## src/rtl/ram_arbiter.sv

```systemverilog
// Two-port arbiter in front of a single-port synchronous RAM: round-robin between
// the CPU port (0) and the loader/debug port (1), with a bounded burst lock for port 1.
`timescale 1ns/1ps
module ram_arbiter #(
  parameter int DATA_W   = 16,
  parameter int ADDR_W   = 8,
  parameter int LOCK_MAX = 4
) (
  input  logic              clk,
  input  logic              reset,
  input  logic              req0,
  input  logic [ADDR_W-1:0] addr0,
  input  logic              we0,
  input  logic [DATA_W-1:0] wdata0,
  output logic              gnt0,
  output logic              rvalid0,
  input  logic              req1,
  input  logic [ADDR_W-1:0] addr1,
  input  logic              we1,
  input  logic [DATA_W-1:0] wdata1,
  input  logic              lock1,
  output logic              gnt1,
  output logic              rvalid1,
  output logic [DATA_W-1:0] rdata,
  output logic [ADDR_W-1:0] mem_addr,
  output logic              mem_we,
  output logic [DATA_W-1:0] mem_wdata,
  input  logic [DATA_W-1:0] mem_rdata
);

  localparam int CNT_W = $clog2(LOCK_MAX + 1);

  logic              last_served;
  logic              lock_active;
  logic [CNT_W-1:0]  lock_cnt;
  logic              sel0, sel1;
  logic              vld0_p1, vld1_p1;
  logic [ADDR_W-1:0] addr_p0;
  logic [DATA_W-1:0] wdata_p0;
  logic [DATA_W-1:0] rdata_p1;

  // Grants are forced low while reset is held so nothing reaches the RAM.
  always_comb begin
    sel0 = 1'b0;
    sel1 = 1'b0;
    if (reset) begin
      if (lock_active && req1) begin
        sel1 = 1'b1;
      end else if (req0 && req1) begin
        sel0 = last_served;
        sel1 = ~last_served;
      end else begin
        sel0 = req0;
        sel1 = req1;
      end
    end
  end

  assign gnt0      = sel0;
  assign gnt1      = sel1;
  assign mem_addr  = sel1 ? addr1  : (sel0 ? addr0  : addr_p0);
  assign mem_wdata = sel1 ? wdata1 : (sel0 ? wdata0 : wdata_p0);
  assign mem_we    = (sel0 & we0) | (sel1 & we1);

  // The RAM presents data in the cycle after the grant; pass it straight through
  // while valid and keep the last returned word afterwards.
  assign rvalid0 = vld0_p1;
  assign rvalid1 = vld1_p1;
  assign rdata   = (vld0_p1 | vld1_p1) ? mem_rdata : rdata_p1;

  // Stage p0 -> p1: grant bookkeeping, lock tracking and read-return tagging
  always_ff @(posedge clk or negedge reset) begin
    if (!reset) begin
      last_served <= 1'b1;
      lock_active <= 1'b0;
      lock_cnt    <= '0;
      vld0_p1     <= 1'b0;
      vld1_p1     <= 1'b0;
      addr_p0     <= '0;
      wdata_p0    <= '0;
      rdata_p1    <= '0;
    end else begin
      vld0_p1 <= sel0 & ~we0;
      vld1_p1 <= sel1 & ~we1;
      if (sel0 | sel1) begin
        last_served <= sel1;
        addr_p0     <= mem_addr;
        wdata_p0    <= mem_wdata;
      end
      if (vld0_p1 | vld1_p1) begin
        rdata_p1 <= mem_rdata;
      end
      if (sel1 && lock1) begin
        if (lock_cnt == CNT_W'(LOCK_MAX - 1)) begin
          lock_active <= 1'b0;
          lock_cnt    <= '0;
        end else begin
          lock_active <= 1'b1;
          lock_cnt    <= lock_cnt + 1'b1;
        end
      end else if (sel1 || !req1) begin
        lock_active <= 1'b0;
        lock_cnt    <= '0;
      end
    end
  end

endmodule

```

## config.mk

```make
export PLATFORM = sky130hd
export DESIGN_NAME = ram_arbiter
export DESIGN_NICKNAME = d
export VERILOG_FILES = /design/src/rtl/ram_arbiter.sv
export SDC_FILE = /design/constraint.sdc
export NUM_CORES = 1
export LEC_CHECK = 0
export ABC_AREA = 1
export CAP_MARGIN = 15
export CORE_MARGIN = 2
export CORE_UTILIZATION = 41
export CTS_CLUSTER_SIZE = 12
export DETAILED_ROUTE_END_ITERATION = 16
export GPL_TIMING_DRIVEN = 0
export PLACE_DENSITY_LB_ADDON = 0.15
export SYNTH_ARGS = -nofsm -noshare
export SYNTH_HDL_FRONTEND = slang
export SYNTH_SLANG_ARGS = --single-unit
```

## constraint.sdc

```tcl
create_clock -name clk -period 1.9 [get_ports clk]
set_input_delay 0.38 -clock clk [delete_from_list [all_inputs] [get_ports clk]]
set_output_delay 0.38 -clock clk [all_outputs]
set_load 0.02 [all_outputs]
```

==> impl_metrics.yaml <==
status:
  status: "finished, violations left"
  violations: "setup timing"
floorplan:
  die_w_microns: 80.2
  coreArea_sq_um: 5540
  rows: 27
  io_pins: 116
  die_h_microns: 80.2
  initial_core_util: 0.429
  dieArea_sq_um: 6430
sta:
  maxSlewHeadroom: 0.810
  fin_crit_sh: 1.05
  setup_tns_ns: -1.97
  finalWorstSetupSlack_ns: -0.0913
  min_period_ns: 1.99
  tightest_slew_ns: 0.284
  skew_ns: 0.00197
  final-max-slew-violation-count: 0
  clock.fmax_ghz: 0.502
  hold_viol_final: 0
  setup_viol: 40
  rsz0062_at_grt: "yes"
place:
  place.gp.congestion: 0.791
  place_area_sq_um: 3640
  dpl.hpwl_mm: 4.87
  port_buffers: 115
synth:
  synth_top_family_by_area: "simple AND/OR/NAND/NOR gates"
  synth-seq-cells: 47
  synth.area.top_cells: "dfrtp_1 48%, nand2_1 25%, mux2_2 7.6%"
  synth_cell_types: 19
  netlist_area_sq_um: 2380
  synthSimpleGateAreaFrac: 0.330
  postSynthAreaPerCell_sq_um: 7.77
  synth_top_cell_area_share: 0.484
  yosysWarnings: 0
  synth_nets: 378
  synth_top_area_cell: "dfrtp_1"
  synth_mux_area_frac: 0.0757
  synth_fa_ha_area_frac: 0.00526
  yosys.area_share.xor_xnor: 0
  synth_compound_area_frac: 0.00999
  seq_area_frac_synth: 0.495
  synthCells: 306
route:
  vias: 2490
  drt-total-wl_mm: 7.29
  drc: 0
  drt_first_pass_iters: 4
  antenna_left: 0
  routedWlPerCell_microns: 13.9
  avgViaCountPerCell: 4.76
  drt-initial-drc-count: 75
power:
  seqPwrFrac: 0.356
  powerDensity_nw_per_um2: 807
  clockPowerShare: 0.215
  intPower_mw: 2.38
  net-switching-power_mw: 1.07
  finalPower_mw: 3.45
  p_sw_frac: 0.310
  cellLeakagePower_nw: 2.29
  p_comb_frac: 0.429
  ir_drop_uv: 384
final_layout:
  seq_area_sq_um: 1180
  layout-drive-gt1-share: 0.328
  fill_cells: 394
  design_area_sq_um: 4280
  fin_nets: 522
  multi_input_area_sq_um: 1190
  final_common_cell: "nand2_1"
  final_cell_mix: "129 x nand2_1, 69 x clkdlybuf4s50_1, 52 x buf_6"
  area_growth_pct: 80.0
  num_antenna_cells: 0
clock_tree:
  root_buffer: "clkbuf_8"
  cts_max_level: 2
  clk_pin_slew_ns: 0.08
  cts_inserted_buffers: 5
  clock_tree.buffer_depth: 2
  cts_tree: "built"
  clock_latency_ns: 0.29
  clock-sinks: 47
grt:
  grt-ovfl-total: 0
  grt_pass1_wl_mm: 10.8
  grt_max_degree: 24
  grt_usage: 0.217
  grt_pass1_vias: 2345
  antenna_found_initial: 0
setup_path:
  slowest_delay_ns: 0.57
  cp.required_ns: 1.52
  startpoint_type: "register"
  regToRegStartpoint: "last_served$_DFFE_PN1P_"
  critPathMostFrequentCell: "nand2_2"
  crit_type: "reg2out"
  cp.arrival_ns: 1.61
  startpoint: "last_served$_DFFE_PN1P_"
  crit_fanout: 7
  slowest_stage: "dfstp_2"
  setup.worst_path.end_class: "output port"
  cp_cell_sequence: "nand3_2, nand2_4, inv_8, clkbuf_16, nand2_2, nand2_2, nand2_1, buf_6"
min_path:
  hp-class: "in2async"
job:
  cap_violations: 0
-- cell families after synthesis --
group | count (synthesis)
AOI/OAI and AO/OA | 4
adders and majority gates | 1
buffers and inverters | 43
DFF | 47
muxes | 16
and+or+nand+nor | 195
-- synth_stat cells (all sizes together) --
cell / n
ha: 1
dfrtp: 46
mux2: 16
buf: 12
nor2: 5
a21oi: 1
nand2: 162
nand3: 28
dfstp: 1
o21ai: 3
inv: 31
-- what timing repair did --
| action | in CTS | in global routing |
|---|---|---|
| hold buffers | 1 | 0 |
| resized for setup | 284 | 62 |
| endpoints found under the setup margin | 43 | 42 |
| pin swaps | 3 | 27 |
| cloned | 2 | 2 |
| hold endpoints to repair | 23 | 0 |
| buffers inserted | 5 | 10 |
-- power by group through the flow --
stage	logic, mW	clock network, mW	registers [mW]
2_1_floorplan	0.600	0	1.23
3_3_place_gp	1.16	0	1.23
3_5_place_dp	1.19	0	1.24
4_1_cts	1.32	0.762	1.23
5_1_grt	1.58	0.804	1.25
6_report	1.48	0.744	1.23
-- layout make-up --
type	count	area share
buffer	12	0.0316
multi-input combinational	216	0.278
timing repair buffer	137	0.338
tap	72	0.0210
sequential	47	0.275
clock buffer	6	0.0193
clock inverter	2	0.00818
inverter	31	0.0289
-- per-layer routing --
| metal | GRT usage | share of wire |
|---|---|---|
| met1 | 0.262 | 0.41 |
| met2 | 0.380 | 0.51 |
| met3 | 0.0539 | 0.069 |
| met4 | 0.0644 | 0.012 |
| met5 | 0 | 0 |
-- worst paths after layout --
check	to	slack, ns	cells after the start
max	mem_wdata[6]	-0.09	8
min	rdata_p1[7]$_DFF_PN0_	0.05	2
max reg2reg	addr_p0[6]$_DFFE_PN0P_	0.52	8
min reg2reg	wdata_p0[8]$_DFFE_PN0P_	0.48	2
max in group asynchronous	wdata_p0[11]$_DFFE_PN0P_	0.93	3
min in group clk	addr_p0[1]$_DFFE_PN0P_	0.47	4
-- per-stage QoR --
| stage | utilization | worst slack [ns] | hold WS, ns | std cells |
|---|---|---|---|---|
| after global placement | 0.653 | -2.49 | 0.457 | 493 |
| final | 0.773 | -0.0913 | 0.0492 | 523 |
| after floorplan | - | 0.185 | 0.0844 | 306 |
| after global routing | 0.773 | -0.151 | 0.0402 | 523 |
| after detailed placement | 0.657 | -0.893 | 0.441 | 494 |
| after CTS | 0.715 | -0.0890 | 0.0394 | 510 |
-- sequential cells by signal (all words and copies together) (netlist names) --
name	cells
rdata_p1	16
wdata_p0	16
addr_p0	8
lock_cnt	3
last_served	1
lock_active	1
rvalid0	1
rvalid1	1
-- worst max-delay path: cells and delay by family, from the launching register on --
family / cells / cell delay [ns]
simple gates: 5 / 0.43
buf+inv: 3 / 0.34
flops: 1 / 0.57
No activity file was read; power rests on OpenSTA's default activity.
